`src/rtl/cp0_pkg.sv`:
```
// -----------------------------------------------------------------------------
// cp0_pkg
//   Shared definitions for the CP0 exception unit: coprocessor-0 register
//   numbers, exception codes, Status/Cause field positions, the redirect FSM
//   state type and the decoded event type.
//   Ports: none (package).
// -----------------------------------------------------------------------------
package cp0_pkg;

   // CP0 register numbers as seen by MTC0/MFC0
   localparam logic [4:0] REG_STATUS = 5'd12;
   localparam logic [4:0] REG_CAUSE  = 5'd13;
   localparam logic [4:0] REG_EPC    = 5'd14;

   // Cause.ExcCode values
   localparam logic [4:0] EXC_INT = 5'd0;
   localparam logic [4:0] EXC_OV  = 5'd12;

   // Status field positions
   localparam int STATUS_IE     = 0;
   localparam int STATUS_EXL    = 1;
   localparam int STATUS_IM_LSB = 10;
   localparam int STATUS_IM_MSB = 15;

   // Cause field positions
   localparam int CAUSE_EXC_LSB = 2;
   localparam int CAUSE_EXC_MSB = 6;
   localparam int CAUSE_IP_LSB  = 10;
   localparam int CAUSE_IP_MSB  = 15;

   typedef enum logic {
      ST_IDLE,
      ST_REDIRECT
   } cp0_state_e;

   // Event selected for the EX instruction in the current cycle
   typedef enum logic [1:0] {
      EV_NONE,
      EV_OVERFLOW,
      EV_INTERRUPT,
      EV_ERET
   } cp0_event_e;

endpackage

```
`src/rtl/cp0_exception_unit_if.sv`:
```
// -----------------------------------------------------------------------------
// cp0_exception_unit_if
//   Bundles the pipeline-facing signals of the CP0 exception unit.
//   slave  : the CP0 unit (consumes EX/MTC0/ack, drives read data/flush/redirect)
//   master : the pipeline / testbench side
//   Signals: ex_valid, ex_pc, ex_overflow, ex_eret, ext_int, cp0_we, cp0_waddr,
//            cp0_wdata, cp0_raddr, cp0_rdata, flush, redirect_valid,
//            redirect_pc, redirect_ack, in_handler.
// -----------------------------------------------------------------------------
interface cp0_exception_unit_if;

   logic        ex_valid;
   logic [31:0] ex_pc;
   logic        ex_overflow;
   logic        ex_eret;
   logic [5:0]  ext_int;
   logic        cp0_we;
   logic [4:0]  cp0_waddr;
   logic [31:0] cp0_wdata;
   logic [4:0]  cp0_raddr;
   logic [31:0] cp0_rdata;
   logic        flush;
   logic        redirect_valid;
   logic [31:0] redirect_pc;
   logic        redirect_ack;
   logic        in_handler;

   modport slave (
      input  ex_valid, ex_pc, ex_overflow, ex_eret, ext_int,
      input  cp0_we, cp0_waddr, cp0_wdata, cp0_raddr, redirect_ack,
      output cp0_rdata, flush, redirect_valid, redirect_pc, in_handler
   );

   modport master (
      output ex_valid, ex_pc, ex_overflow, ex_eret, ext_int,
      output cp0_we, cp0_waddr, cp0_wdata, cp0_raddr, redirect_ack,
      input  cp0_rdata, flush, redirect_valid, redirect_pc, in_handler
   );

endinterface

```
`src/rtl/cp0_regfile.sv`:
```
// -----------------------------------------------------------------------------
// cp0_regfile
//   Holds Status (IE, EXL, IM), Cause (ExcCode, IP) and EPC, applies exception
//   entry / ERET / MTC0 updates and provides the MFC0 read mux.
//   Ports:
//     clk, rst_n      clock, async active-low reset
//     ext_int         interrupt lines, sampled into Cause.IP every cycle
//     exc_take        exception entry: set EXL, load ExcCode
//     exc_code        ExcCode to record on exception entry
//     epc_load        load EPC with epc_value (only meaningful with exc_take)
//     epc_value       PC of the faulting instruction
//     eret_take       ERET: clear EXL
//     mtc0_we/addr/data  software register write (already gated by caller)
//     raddr / rdata   MFC0 read port, combinational
//     status_ie/exl/im, epc   current register state for the control FSM
// -----------------------------------------------------------------------------
module cp0_regfile
   import cp0_pkg::*;
(
   input  logic        clk,
   input  logic        rst_n,
   input  logic [5:0]  ext_int,
   input  logic        exc_take,
   input  logic [4:0]  exc_code,
   input  logic        epc_load,
   input  logic [31:0] epc_value,
   input  logic        eret_take,
   input  logic        mtc0_we,
   input  logic [4:0]  mtc0_addr,
   input  logic [31:0] mtc0_data,
   input  logic [4:0]  raddr,
   output logic [31:0] rdata,
   output logic        status_ie,
   output logic        status_exl,
   output logic [5:0]  status_im,
   output logic [31:0] epc
);

   logic [4:0] cause_exc;
   logic [5:0] cause_ip;

   // Write-data bits with no Status storage are collected here and dropped
   logic unused_wdata_bits;
   assign unused_wdata_bits = ^{mtc0_data[31:STATUS_IM_MSB+1],
                                mtc0_data[STATUS_IM_LSB-1:STATUS_EXL+1]};

   // NOTE: sequential state is written only with non-blocking (<=) assignments
   // so every register samples the pre-edge value of every other register.
   always_ff @(posedge clk or negedge rst_n) begin
      if (!rst_n) begin
         status_ie  <= 1'b0;
         status_exl <= 1'b0;
         status_im  <= '0;
         cause_exc  <= '0;
         cause_ip   <= '0;
         epc        <= '0;
      end else begin
         cause_ip <= ext_int;
         if (exc_take) begin
            status_exl <= 1'b1;
            cause_exc  <= exc_code;
            if (epc_load) epc <= epc_value;
         end else if (eret_take) begin
            status_exl <= 1'b0;
         end else if (mtc0_we) begin
            // Cause is read-only from software; writes to it fall to default
            case (mtc0_addr)
               REG_STATUS: begin
                  status_ie  <= mtc0_data[STATUS_IE];
                  status_exl <= mtc0_data[STATUS_EXL];
                  status_im  <= mtc0_data[STATUS_IM_MSB:STATUS_IM_LSB];
               end
               REG_EPC:    epc <= mtc0_data;
               default:    ;
            endcase
         end
      end
   end

   // NOTE: every combinational output gets a default first so no path through
   // the case leaves it unassigned (which would infer a latch).
   always_comb begin
      rdata = '0;
      case (raddr)
         REG_STATUS: begin
            rdata[STATUS_IE]                   = status_ie;
            rdata[STATUS_EXL]                  = status_exl;
            rdata[STATUS_IM_MSB:STATUS_IM_LSB] = status_im;
         end
         REG_CAUSE: begin
            rdata[CAUSE_EXC_MSB:CAUSE_EXC_LSB] = cause_exc;
            rdata[CAUSE_IP_MSB:CAUSE_IP_LSB]   = cause_ip;
         end
         REG_EPC:    rdata = epc;
         default:    rdata = '0;
      endcase
   end

endmodule

```
`src/rtl/cp0_exception_unit.sv`:
```
// -----------------------------------------------------------------------------
// cp0_exception_unit
//   Detects overflow exceptions, masked external interrupts and ERET for the
//   EX-stage instruction, updates CP0 state and issues a one-cycle flush plus a
//   fetch redirect held until the fetch stage acknowledges it.
//   Parameter: EXC_VECTOR  exception handler entry PC
//   Ports:
//     clk, rst_n  clock, async active-low reset
//     bus         cp0_exception_unit_if.slave (EX info, MTC0/MFC0, flush,
//                 redirect handshake, in_handler)
// -----------------------------------------------------------------------------
module cp0_exception_unit
   import cp0_pkg::*;
#(
   parameter logic [31:0] EXC_VECTOR = 32'h0000_0008
) (
   input  logic                    clk,
   input  logic                    rst_n,
   cp0_exception_unit_if.slave     bus
);

   cp0_state_e  state;
   cp0_event_e  ev;
   logic        flush_q;
   logic        redirect_valid_q;
   logic [31:0] redirect_pc_q;

   logic        status_ie;
   logic        status_exl;
   logic [5:0]  status_im;
   logic [31:0] epc;

   // Events are only recognised while no redirect is outstanding; priority is
   // overflow, then enabled interrupt, then ERET (which needs EXL set).
   always_comb begin
      ev = EV_NONE;
      if (state == ST_IDLE && bus.ex_valid) begin
         if (bus.ex_overflow)
            ev = EV_OVERFLOW;
         else if (status_ie && !status_exl && |(bus.ext_int & status_im))
            ev = EV_INTERRUPT;
         else if (bus.ex_eret && status_exl)
            ev = EV_ERET;
      end
   end

   logic       exc_take;
   logic [4:0] exc_code;
   logic       epc_load;
   logic       eret_take;
   logic       mtc0_we;

   assign exc_take  = (ev == EV_OVERFLOW) || (ev == EV_INTERRUPT);
   assign exc_code  = (ev == EV_OVERFLOW) ? EXC_OV : EXC_INT;
   // A nested overflow inside the handler keeps the original return address
   assign epc_load  = (ev == EV_INTERRUPT) || (ev == EV_OVERFLOW && !status_exl);
   assign eret_take = (ev == EV_ERET);
   // An MTC0 that coincides with a taken event is discarded entirely
   assign mtc0_we   = bus.cp0_we && (ev == EV_NONE);

   cp0_regfile u_regfile (
      .clk        (clk),
      .rst_n      (rst_n),
      .ext_int    (bus.ext_int),
      .exc_take   (exc_take),
      .exc_code   (exc_code),
      .epc_load   (epc_load),
      .epc_value  (bus.ex_pc),
      .eret_take  (eret_take),
      .mtc0_we    (mtc0_we),
      .mtc0_addr  (bus.cp0_waddr),
      .mtc0_data  (bus.cp0_wdata),
      .raddr      (bus.cp0_raddr),
      .rdata      (bus.cp0_rdata),
      .status_ie  (status_ie),
      .status_exl (status_exl),
      .status_im  (status_im),
      .epc        (epc)
   );

   // Redirect FSM with registered outputs. flush is high only in the first
   // REDIRECT cycle; redirect_valid holds until the cycle redirect_ack is seen.
   always_ff @(posedge clk or negedge rst_n) begin
      if (!rst_n) begin
         state            <= ST_IDLE;
         flush_q          <= 1'b0;
         redirect_valid_q <= 1'b0;
         redirect_pc_q    <= '0;
      end else begin
         case (state)
            ST_IDLE: begin
               if (ev != EV_NONE) begin
                  state            <= ST_REDIRECT;
                  flush_q          <= 1'b1;
                  redirect_valid_q <= 1'b1;
                  redirect_pc_q    <= (ev == EV_ERET) ? epc : EXC_VECTOR;
               end
            end
            ST_REDIRECT: begin
               flush_q <= 1'b0;
               if (bus.redirect_ack) begin
                  redirect_valid_q <= 1'b0;
                  state            <= ST_IDLE;
               end
            end
            default: state <= ST_IDLE;
         endcase
      end
   end

   assign bus.flush          = flush_q;
   assign bus.redirect_valid = redirect_valid_q;
   assign bus.redirect_pc    = redirect_pc_q;
   assign bus.in_handler     = status_exl;

endmodule

```
`src/flat_wrapper.sv`:
```
// flat-port wrapper written by rule: the top's interface ports become plain ports
module cp0_exception_unit_flat import cp0_pkg::*;
#(
   parameter logic [31:0] EXC_VECTOR = 32'h0000_0008
)
  (clk, rst_n, bus_ex_valid, bus_ex_pc, bus_ex_overflow, bus_ex_eret, bus_ext_int, bus_cp0_we, bus_cp0_waddr, bus_cp0_wdata, bus_cp0_raddr, bus_redirect_ack, bus_cp0_rdata, bus_flush, bus_redirect_valid, bus_redirect_pc, bus_in_handler);
  cp0_exception_unit_if bus_i ();
  input  logic clk;
  input  logic rst_n;
  input wire logic [$bits(bus_i.ex_valid)-1:0] bus_ex_valid;
  input wire logic [$bits(bus_i.ex_pc)-1:0] bus_ex_pc;
  input wire logic [$bits(bus_i.ex_overflow)-1:0] bus_ex_overflow;
  input wire logic [$bits(bus_i.ex_eret)-1:0] bus_ex_eret;
  input wire logic [$bits(bus_i.ext_int)-1:0] bus_ext_int;
  input wire logic [$bits(bus_i.cp0_we)-1:0] bus_cp0_we;
  input wire logic [$bits(bus_i.cp0_waddr)-1:0] bus_cp0_waddr;
  input wire logic [$bits(bus_i.cp0_wdata)-1:0] bus_cp0_wdata;
  input wire logic [$bits(bus_i.cp0_raddr)-1:0] bus_cp0_raddr;
  input wire logic [$bits(bus_i.redirect_ack)-1:0] bus_redirect_ack;
  output wire logic [$bits(bus_i.cp0_rdata)-1:0] bus_cp0_rdata;
  output wire logic [$bits(bus_i.flush)-1:0] bus_flush;
  output wire logic [$bits(bus_i.redirect_valid)-1:0] bus_redirect_valid;
  output wire logic [$bits(bus_i.redirect_pc)-1:0] bus_redirect_pc;
  output wire logic [$bits(bus_i.in_handler)-1:0] bus_in_handler;
  assign bus_i.ex_valid = bus_ex_valid;
  assign bus_i.ex_pc = bus_ex_pc;
  assign bus_i.ex_overflow = bus_ex_overflow;
  assign bus_i.ex_eret = bus_ex_eret;
  assign bus_i.ext_int = bus_ext_int;
  assign bus_i.cp0_we = bus_cp0_we;
  assign bus_i.cp0_waddr = bus_cp0_waddr;
  assign bus_i.cp0_wdata = bus_cp0_wdata;
  assign bus_i.cp0_raddr = bus_cp0_raddr;
  assign bus_i.redirect_ack = bus_redirect_ack;
  assign bus_cp0_rdata = bus_i.cp0_rdata;
  assign bus_flush = bus_i.flush;
  assign bus_redirect_valid = bus_i.redirect_valid;
  assign bus_redirect_pc = bus_i.redirect_pc;
  assign bus_in_handler = bus_i.in_handler;
  cp0_exception_unit #(.EXC_VECTOR(EXC_VECTOR)) u_core (.clk(clk), .rst_n(rst_n), .bus(bus_i));
endmodule
```
`config.mk`:
```
export PLATFORM = sky130hd
export DESIGN_NAME = cp0_exception_unit_flat
export DESIGN_NICKNAME = d
export VERILOG_FILES = /design/src/rtl/cp0_pkg.sv /design/src/rtl/cp0_exception_unit_if.sv /design/src/rtl/cp0_regfile.sv /design/src/rtl/cp0_exception_unit.sv /design/src/flat_wrapper.sv
export SDC_FILE = /design/constraint.sdc
export NUM_CORES = 1
export LEC_CHECK = 0
export ABC_CLOCK_PERIOD_IN_PS = 2400
export CAP_MARGIN = 20
export CORE_AREA = 2 2 85 87
export DETAILED_ROUTE_END_ITERATION = 16
export DIE_AREA = 0 0 87 89
export DONT_BUFFER_PORTS = 1
export PLACE_DENSITY = 0.81
export SYNTH_ARGS = -nofsm -noshare
export SYNTH_HDL_FRONTEND = slang
export SYNTH_SLANG_ARGS = --single-unit
export TNS_END_PERCENT = 1
```
`constraint.sdc`:
```
create_clock -name clk -period 2.4 [get_ports clk]
set_input_delay 0.36 -clock clk [delete_from_list [all_inputs] [get_ports clk]]
set_output_delay 0.36 -clock clk [all_outputs]
set_load 0.005 [all_outputs]
```
== Word-level counts from Yosys, hierarchy flattened ==
Index checks and enable logic that the tools add are counted.

* Input port bits: 87
* Output and inout bits: 67
* Register bits after elaboration: 86
* Logic and storage cells: 74

* Bitwise operators: 4
* Muxes and demuxes: 27
* Reduce and logical (&&, ||, !) cells: 21
* Equality and inequality tests: 12

{| class="wikitable"
|+ Operators with widths
! cell !! number
|-
| $mux 32 || 6
|-
| $eq 5x4->1 const B || 5
|-
| $pmux 6 s3 || 1
|-
| $mux 16 || 1
|-
| $pmux 5 s2 || 1
|-
| $mux 1 || 8
|-
| $mux 2 || 4
|-
| $reduce_and 4->1 || 2
|-
| $and 6x6->6 || 1
|-
| $logic_and 1x1->1 || 6
|-
| $ne 2x2->1 const B || 3
|-
| $pmux 1 s2 || 3
|-
| $reduce_and 2->1 || 3
|-
| $reduce_bool 2->1 || 3
|-
| $reduce_bool 3->1 || 2
|-
| $reduce_or 6->1 || 1
|-
| $eq 2x2->1 const B || 2
|-
| $mux 4 || 1
|-
| $pmux 2 s2 || 1
|-
| $mux 3 || 1
|-
| $not 1->1 || 3
|-
| $eq 2x1->1 const B || 1
|-
| $logic_not 2->1 || 1
|-
| $logic_or 1x1->1 || 2
|-
| 2 further kinds || 2
|}

== Depth between registers and ports, before layout ==
Gate-level depths: netlist of the first run.

* Depth in word-level cells: 11
* Mapped depth: 12
* Depth with buffers taken out: 9

== By module ==
A second synthesis of the first run with hierarchy kept.

* Cell total of the unflattened synthesis: 358
* Area total of the unflattened synthesis: 4214.0 um^2

{| class="wikitable"
|+ By module, submodules not included
! module !! times used !! seq. area each (um^2) !! cells each !! area an instance (um^2)
|-
| cp0_regfile || 1 || 1276.2 || 191 || 2678.8
|-
| cp0_exception_unit || 1 || 875.8 || 167 || 1535.2
|}

== Least setup slack after synthesis of the first run ==
Ideal clock, no wire load.

* Kind: reg2reg
* From: register u_core.u_regfile.status_exl
* To: register u_core.u_regfile.epc[22]
* Arrival: 2.191 ns
* Stages on the path, launching flop included: 9
* Period minus slack after synthesis: 2.314 ns
* Data required time: 2.277 ns
* Setup time: 0.123 ns
* Slack: 0.086 ns
* Path buffers: 2
* Cells stage by stage: dfrtp_1 > nand3b_1 > a211o_1 > ha_1 > nand3b_1 > or3_1 > buf_6 > clkbuf_8 > o221a_2

* Longest elaborated chain between the ends: 11
* Elaborated cells on any way between the ends: 22
* Those cells by class: eq/ne: 5; mux: 5; reduce/logical: 12

{| class="wikitable"
|+ RTL lines
! element !! RTL line !! source
|-
| start: declaration || cp0_regfile.sv:34 || <nowiki>output logic status_exl,</nowiki>
|-
| start signal: assignment || cp0_regfile.sv:70 || <nowiki>status_exl <= mtc0_data[STATUS_EXL];</nowiki>
|-
| $logic_not 1->1 || cp0_exception_unit.sv:40, cp0_exception_unit.sv:56 ||
|-
| $logic_and 1x1->1 (2 in a row) || cp0_exception_unit.sv:40 || <nowiki>else if (status_ie && !status_exl && |(bus.ext_int & status_im))</nowiki>
|-
| $mux 2 || cp0_exception_unit.sv:40 ||
|-
| $mux 2 || cp0_exception_unit.sv:38 || <nowiki>if (bus.ex_overflow)</nowiki>
|-
| $mux 2 || cp0_exception_unit.sv:37 || <nowiki>if (state == ST_IDLE && bus.ex_valid) begin</nowiki>
|-
| $eq 2x1->1 || cp0_exception_unit.sv:53, cp0_exception_unit.sv:56 ||
|-
| $logic_and 1x1->1 || cp0_exception_unit.sv:56 || <nowiki>assign epc_load = (ev == EV_INTERRUPT) || (ev == EV_OVERFLOW && !status_exl);</nowiki>
|-
| $logic_or 1x1->1 || cp0_exception_unit.sv:56 ||
|-
| $ne 2x2->1 (no source line) || - ||
|-
| $reduce_and 4->1 (no source line) || - ||
|-
| end signal: assignment || cp0_regfile.sv:62 || <nowiki>if (epc_load) epc <= epc_value;</nowiki>
|-
| end signal: assignment || cp0_regfile.sv:73 || <nowiki>REG_EPC: epc <= mtc0_data;</nowiki>
|-
| end: declaration || cp0_regfile.sv:36 || <nowiki>output logic [31:0] epc</nowiki>
|}

Parallel ways exist; a longest one is shown, timed or not.
A chain may end at the register's enable or synchronous reset.

== Worst setup path in the final report of the first run ==
* From: register u_core.u_regfile.status_im[2]
* To: register u_core.u_regfile.epc[3]

* Longest elaborated chain between the ends: 11
* Elaborated cells on any way between the ends: 20
* Those cells by class: eq/ne: 5; mux: 4; bitwise: 1; reduce/logical: 10

{| class="wikitable"
|+ RTL lines
! element !! RTL line !! source
|-
| start: declaration || cp0_regfile.sv:35 || <nowiki>output logic [5:0] status_im,</nowiki>
|-
| start signal: assignment || cp0_regfile.sv:71 || <nowiki>status_im <= mtc0_data[STATUS_IM_MSB:STATUS_IM_LSB];</nowiki>
|-
| $and 6x6->6 (*) || cp0_exception_unit.sv:40 ||
|-
| $reduce_or 6->1 (*) || cp0_exception_unit.sv:40 ||
|-
| $logic_and 1x1->1 (*) || cp0_exception_unit.sv:40 ||
|-
| $mux 2 (*) || cp0_exception_unit.sv:40 ||
|-
| $mux 2 (*) || cp0_exception_unit.sv:38 ||
|-
| $mux 2 (*) || cp0_exception_unit.sv:37 ||
|-
| $eq 2x1->1 || cp0_exception_unit.sv:53, cp0_exception_unit.sv:56 ||
|-
| $logic_and 1x1->1 || cp0_exception_unit.sv:56 ||
|-
| $logic_or 1x1->1 || cp0_exception_unit.sv:56 ||
|-
| $ne 2x2->1 (no source line) || - ||
|-
| $reduce_and 4->1 (no source line) || - ||
|}

Every way passes the cells marked *; elsewhere a longest branch is shown, timed or not.

==> results of run 1 <==
## synthesized netlist by cell type, drive strengths merged
| library cell | n |
|---|---|
| a211o | 1 |
| a211oi | 1 |
| a21o | 1 |
| a21oi | 3 |
| a22o | 4 |
| a22oi | 9 |
| and2 | 22 |
| buf | 5 |
| clkbuf | 19 |
| dfrtp | 82 |
| ha | 5 |
| inv | 4 |
| mux2 | 8 |
| mux2i | 2 |
| nand2 | 78 |
| nand2b | 34 |
| nand3 | 1 |
| nand3b | 3 |
| nand4bb | 1 |
| nor2 | 2 |
| nor2b | 2 |
| nor3 | 3 |
| nor3b | 3 |
| o21ai | 34 |
| o221a | 31 |
| or2 | 1 |
| or3 | 1 |
## sequential cells by signal, summed over array words and instances (netlist names)
| register | flops |
|---|---|
| u_core.bus.redirect_valid | 1 |
| u_core.state | 1 |
| u_core.u_regfile.status_ie | 1 |
| u_core.u_regfile.epc | 32 |
| u_core.u_regfile.status_im | 6 |
| u_core.bus.flush | 1 |
| u_core.u_regfile.status_exl | 1 |
| u_core.u_regfile.cause_exc | 1 |
| u_core.u_regfile.cause_ip | 6 |
| u_core.bus.redirect_pc | 32 |
## cell usage in the layout, fill, tap and decap left out, types with 3 or more instances in the layout
cell                       count
sky130_fd_sc_hd__buf_4        15
sky130_fd_sc_hd__nand2_1      77
sky130_fd_sc_hd__dfrtp_1      82
sky130_fd_sc_hd__clkbuf_8     10
sky130_fd_sc_hd__o21ai_0      34
sky130_fd_sc_hd__ha_1          3
sky130_fd_sc_hd__mux2_2        8
sky130_fd_sc_hd__and2_1       22
sky130_fd_sc_hd__o221a_2      26
sky130_fd_sc_hd__a22oi_1       7
sky130_fd_sc_hd__nand2b_1     33
sky130_fd_sc_hd__o221a_4       4
sky130_fd_sc_hd__nand2b_4      3
sky130_fd_sc_hd__nand3b_1      3
sky130_fd_sc_hd__inv_1         4
sky130_fd_sc_hd__a22o_1        4
## routing by layer
metal	vias to the layer above	share of wire [%]	global-route usage, %
met3	12	6.8	5.91
met2	131	52	41.5
met5	-	0	0
li1	1289	-	-
met4	0	1.3	10.9
met1	1380	40	33.1
## area by class of cell
| class | count | area [um^2] | area share, % |
|---|---|---|---|
| repair buffers | 21 | 229 | 5.27 |
| clock inverters | 6 | 97.6 | 2.25 |
| well taps | 80 | 100 | 2.30 |
| diodes | 1 | 2.50 | 0.0576 |
| clock buffers | 10 | 138 | 3.17 |
| inverters | 4 | 15.0 | 0.346 |
| flip-flops and latches | 82 | 2050 | 47.2 |
| multi-input cells | 252 | 1710 | 39.4 |
## where the power goes
group | total (uW) | switching, uW | internal, uW
logic | 739 | 288 | 451
clock network | 1150 | 517 | 629
registers | 2060 | 321 | 1740
total | 3950 | 1130 | 2820
## logic make-up (layout without fill, tap and decap cells)
family | Yosys count | after routing
AND/OR/NAND/NOR | 151 | 153
AO/OA/AOI/OAI | 84 | 84
flip-flops | 82 | 82
buffers and inverters | 28 | 41
multiplexers | 10 | 10
adder cells (fa/ha/maj) | 5 | 5
other | 0 | 1
## stage by stage
step,hold slack (ns),setup TNS (ns),power [uW],setup WS [ns],std cells
2_1_floorplan,0.0644,0,2500,0.0863,360
3_3_place_gp,0.0657,-0.281,2650,-0.0110,429
3_5_place_dp,0.0655,-3.05,2720,-0.113,429
4_1_cts,0.0181,-0.942,3920,-0.0577,453
5_1_grt,0.00991,-4.32,4150,-0.147,456
6_report,0.0340,-1.88,3950,-0.0725,456
## worst paths after layout
path                       slack, ns                                      start                                        end  cells after the start
min reg2reg                     0.51                     u_core.state$_DFF_PN0_               u_core.bus.flush$_DFFE_PN0P_                      1
min                             0.03                             bus_ext_int[5]     u_core.u_regfile.cause_ip[5]$_DFF_PN0_                      0
min in group asynchronous       0.56                                      rst_n  u_core.u_regfile.status_im[5]$_DFFE_PN0P_                      2
max                            -0.07  u_core.u_regfile.status_im[2]$_DFFE_PN0P_        u_core.u_regfile.epc[3]$_DFFE_PN0P_                     10
max reg2reg                    -0.07  u_core.u_regfile.status_im[2]$_DFFE_PN0P_        u_core.u_regfile.epc[3]$_DFFE_PN0P_                     10
max in group asynchronous       1.52                                      rst_n     u_core.bus.redirect_pc[25]$_DFFE_PN0P_                      2
## timing repair
item | in CTS | in global routing
pin swaps | 2 | 10
buffers inserted | 3 | 2
resized for setup | 7 | 8
endpoints found under the hold margin | 82 | 0
gates cloned | 3 | 0
hold buffers | 2 | 0
setup endpoints to repair | 39 | 59
==> out/metrics.yaml, run 1 <==
syn-cell-area_um2: 3830
finalClockSkew_ns: 0.0127
final_stage_net_count: 462
ant_nets: 0
synth-compound-area-share_pct: 17.4
critPathMostFrequentCell: "sky130_fd_sc_hd__nand3b_1"
die-height_um: 89
path_buf_inv: 1
clk_path_buf_depth: 2
rsz0062_at_grt: "yes"
place_congestion: 0.776
routed_wl_mm: 9.69
critical_path_class: "flip-flop to flip-flop"
min_path_type: "input pin to flip-flop"
syn2layout_area_growth_pct: 13.5
clkSlewWorstSetupHoldPaths_ns: 0.09
max-slew-margin-rel_pct: 73.8
finalInstanceArea_um2: 4340
synthesis.yosys.warnings: 0
floorplan_core_area_um2: 6720
rows: 30
initial_core_util_pct: 57.0
status: "finished with violations"
setup.worst_path.start_class: "flip-flop"
worst_slack_ns: -0.0725
maximum_number_of_pins_on_one_net_before_global_route_repair: 83
port_buffers: 0
synth.avg_cell_area_um2: 10.6
drt-pass1-iter-count: 4
via_count_of_the_routed_design: 2812
hold_violations: 0
power.static_leakage_uw: 0.00181
clock_insertion_delay_worst_skew_ns: 0.34
global_route.usage.total_pct: 25.6
grt_first_pass_wirelength_mm: 14.8
route.detailed.vias_per_inst: 6.17
synth_xor_xnor_area_share_pct: 0
layout.filler_cells: 548
setup_viol: 32
dominant_combinational_cell_family_by_area_after_synthesis: "simple AND/OR/NAND/NOR gates"
drc_errors: 0
detailed_place_hpwl_mm: 6.41
ys_seq_area_share_pct: 53.6
syn_nets: 452
synth_area_leaders: "sky130_fd_sc_hd__dfrtp_1 (54%), sky130_fd_sc_hd__o221a_2 (8.8%), sky130_fd_sc_hd__nand2_1 (7.6%)"
slowest_delay_ns: 0.45
synth-adder-area-share_pct: 1.63
routed_wire_length_per_instance_um: 21.3
crit_chain: "a22oi_2, nand3_1, nand3b_1, a211o_1, ha_4, nand3b_1, or3_4, buf_6, nand2b_4, o221a_2"
timing.final.crit_share_pct: 103
grt_remaining_overflow: 0
worstMarginPinSlew_ns: 0.392
numCtsBuffers: 9
violations_in_the_final_reports: "negative setup slack"
worst_path_dominant_cell_family: "simple AND/OR/NAND/NOR gates"
placedInstanceArea_um2: 3900
cp_slowest_cell: "sky130_fd_sc_hd__or3_4"
drt-initial-drc-count: 190
syn-instance-count: 360
final_layout_size_suffix_gt1_share_pct: 23.5
synthSimpleGateAreaFrac_pct: 19.8
htreeDepth: 3
min_period_ns: 2.47
power.ir.vdd_worst_v: 0.000562
critical_path_arrival_ns: 2.76
crit_path_max_fanout: 8
worst_setup_path_end_kind: "flip-flop"
dieWidth_um: 87
synth_cell_types: 33
die_area_um2: 7740
critical_path_required_ns: 2.68
finalCoreUtilization_pct: 64.7
synthDominantAreaCellType: "sky130_fd_sc_hd__dfrtp_1"
p_per_area_nw_per_um2: 909
number_of_global_route_vias_before_repair: 2854
yosys.area.top_type_share_pct: 53.6
tritoncts: "yes"
achievable-frequency_ghz: 0.404
synth.mux.area_fraction_pct: 2.88
number_of_antenna_violations_at_the_first_check_in_global_routing: 1
synth-seq-cells: 82
cts.sink_count: 82
final-max-slew-violation-count: 0
root_buffer: "sky130_fd_sc_hd__clkbuf_8"
pin_count: 154
timing.max_cap.violations: 0
Power figures use the tool's default switching activity.
==> run 2, diff against run 1 <==
Settings changed: PLACE_DENSITY 0.81 to 0.74.
==> out/metrics.yaml, run 2 (synthesis results as in run 1) <==
status: "finished with violations"
violations_in_the_final_reports: "negative setup slack"
net-switching-power_uw: 1060
numCtsBuffers: 9
share_seq_of_total_power_pct: 53.4
port_buffers: 0
critical_path_class: "flip-flop to flip-flop"
drt-pass1-iter-count: 4
final_layout_size_suffix_gt1_share_pct: 22.3
rows: 30
p_sw_share_pct: 27.7
drt-initial-drc-count: 153
maximum_number_of_pins_on_one_net_before_global_route_repair: 83
rsz0062_at_grt: "yes"
critical_path_required_ns: 2.67
hold_violations: 0
power.ir.vdd_worst_v: 0.000475
worst_slack_ns: -0.0356
clk_path_buf_depth: 2
power_report.internal_total_uw: 2750
via_count_of_the_routed_design: 2717
initial_core_util_pct: 57.0
crit_path_max_fanout: 8
die-height_um: 89
global_route.usage.total_pct: 25.4
grt_remaining_overflow: 0
power.static_leakage_uw: 0.00181
timing.final.crit_share_pct: 101
clkPwrFrac_pct: 27.8
max-slew-margin-rel_pct: 73.7
crit_chain: "a22oi_1, nand3_1, nand3b_1, a211o_1, ha_4, nand3b_1, or3_4, buf_6, nand2b_4, o221a_2"
count_of_non_filler_cells_in_the_finished_layout: 457
place_inst: 430
floorplan_core_area_um2: 6720
min_path_type: "input pin to flip-flop"
cts.sink_count: 82
cp_slowest_cell: "sky130_fd_sc_hd__or3_4"
critical_path_arrival_ns: 2.71
clkSlewWorstSetupHoldPaths_ns: 0.09
layout.cells.most_common_list: "sky130_fd_sc_hd__dfrtp_1 (82), sky130_fd_sc_hd__nand2_1 (77), sky130_fd_sc_hd__o21ai_0 (34)"
layout_commonest_cell: "sky130_fd_sc_hd__dfrtp_1"
syn2layout_area_growth_pct: 12.1
finalInstanceArea_um2: 4290
finalClockSkew_ns: 0.0126
htreeDepth: 3
final_stage_net_count: 465
root_buffer: "sky130_fd_sc_hd__clkbuf_8"
p_per_area_nw_per_um2: 888
route.detailed.vias_per_inst: 5.95
achievable-frequency_ghz: 0.411
setup.worst_path.start_class: "flip-flop"
dieWidth_um: 87
layout.filler_cells: 537
final-max-slew-violation-count: 0
number_of_antenna_violations_at_the_first_check_in_global_routing: 1
worst_setup_path_end_kind: "flip-flop"
worstMarginPinSlew_ns: 0.395
pin_count: 154
routed_wire_length_per_instance_um: 20.8
slowest_delay_ns: 0.46
tritoncts: "yes"
setup_viol: 25
die_area_um2: 7740
grt_first_pass_wirelength_mm: 14.7
place_congestion: 0.775
clock_insertion_delay_worst_skew_ns: 0.34
number_of_global_route_vias_before_repair: 2832
placedInstanceArea_um2: 3910
detailed_place_hpwl_mm: 6.22
timing.max_cap.violations: 0
routed_wl_mm: 9.51
drc_errors: 0
dpl_ws_ns: -0.104
ant_nets: 0
combinationalPowerShare_pct: 18.8
critPathMostFrequentCell: "sky130_fd_sc_hd__nand3b_1"
min_period_ns: 2.44
run 2: changes by cell type in the layout (fill, tap and decap cells not counted), sizes merged:
cell,previous run,this run
buf,20,22
clkinv,2,1
inv,6,5
nand2b,36,37
run 2: cell type report:
cell class	count	area (um^2)	area share (%)
Tap cell	80	100	2.33
Inverter	4	15.0	0.350
Timing Repair Buffer	23	244	5.69
Clock buffer	10	128	2.97
Clock inverter	4	77.6	1.81
Multi-Input combinational cell	253	1670	39.0
Antenna cell	1	2.50	0.0583
Sequential cell	82	2050	47.8
run 2: what timing repair did:
action / 4_1_cts / 5_1_grt
pin swaps: 3 / 0
buffers inserted: 6 / 0
gates resized for setup: 8 / 0
hold buffers: 2 / 0
setup endpoints to repair: 32 / 40
cloned: 4 / 0
hold endpoints to repair: 82 / 0
run 2: path summary, 6_finish.rpt:
| kind | startpoint | endpoint | slack [ns] | cells past startpoint |
|---|---|---|---|---|
| max | u_core.u_regfile.status_im[0]$_DFFE_PN0P_ | u_core.u_regfile.epc[2]$_DFFE_PN0P_ | -0.04 | 10 |
| min | bus_ext_int[2] | u_core.u_regfile.cause_ip[2]$_DFF_PN0_ | 0.04 | 0 |
| max reg2reg | u_core.u_regfile.status_im[0]$_DFFE_PN0P_ | u_core.u_regfile.epc[2]$_DFFE_PN0P_ | -0.04 | 10 |
| min reg2reg | u_core.bus.redirect_pc[29]$_DFFE_PN0P_ | u_core.bus.redirect_pc[29]$_DFFE_PN0P_ | 0.51 | 2 |
| max in group asynchronous | rst_n | u_core.u_regfile.status_ie$_DFFE_PN0P_ | 1.48 | 2 |
| min in group asynchronous | rst_n | u_core.bus.redirect_pc[28]$_DFFE_PN0P_ | 0.61 | 2 |
run 2: layer usage:
| metal | global-route usage (%) | up-vias | part of all wire, % |
|---|---|---|---|
| met5 | 0 | - | 0 |
| li1 | - | 1283 | - |
| met2 | 42.8 | 120 | 49 |
| met3 | 8.59 | 12 | 8.8 |
| met1 | 30.5 | 1302 | 40 |
| met4 | 8.95 | 0 | 1.7 |
run 2: power groups by stage:
| stage | clock (uW) | combinational [uW] | sequential, uW |
|---|---|---|---|
| 2_1_floorplan | 0 | 535 | 1960 |
| 3_3_place_gp | 0 | 615 | 2050 |
| 3_5_place_dp | 0 | 650 | 2060 |
| 4_1_cts | 1070 | 724 | 2030 |
| 5_1_grt | 1150 | 796 | 2090 |
| 6_report | 1060 | 715 | 2040 |
run 2: critical path: cells and delay by family, from the launching register on:
family / cells / cell delay (ns)
and+or+nand+nor: 5 / 0.92
AOI/OAI and AO/OA: 3 / 0.63
DFF: 1 / 0.38
adders and majority gates: 1 / 0.29
buffers and inverters: 1 / 0.16
run 2: through the flow:
step | total power, uW | hold slack (ns) | util (%) | TNS [ns]
2_1_floorplan | 2500 | 0.0644 | - | 0
3_3_place_gp | 2660 | 0.0663 | 58.2 | -0.638
3_5_place_dp | 2710 | 0.0660 | 58.2 | -2.97
4_1_cts | 3830 | 0.0284 | 63.8 | -0.411
5_1_grt | 4030 | 0.0129 | 63.8 | -5.25
6_report | 3810 | 0.0386 | 63.9 | -0.614
==> run 3, diff against run 2 <==
Settings changed: CTS_CLUSTER_SIZE from default to 28.
==> results of run 3 <==
Same layout as run 2: the final DEF is identical, and so are final timing and power.
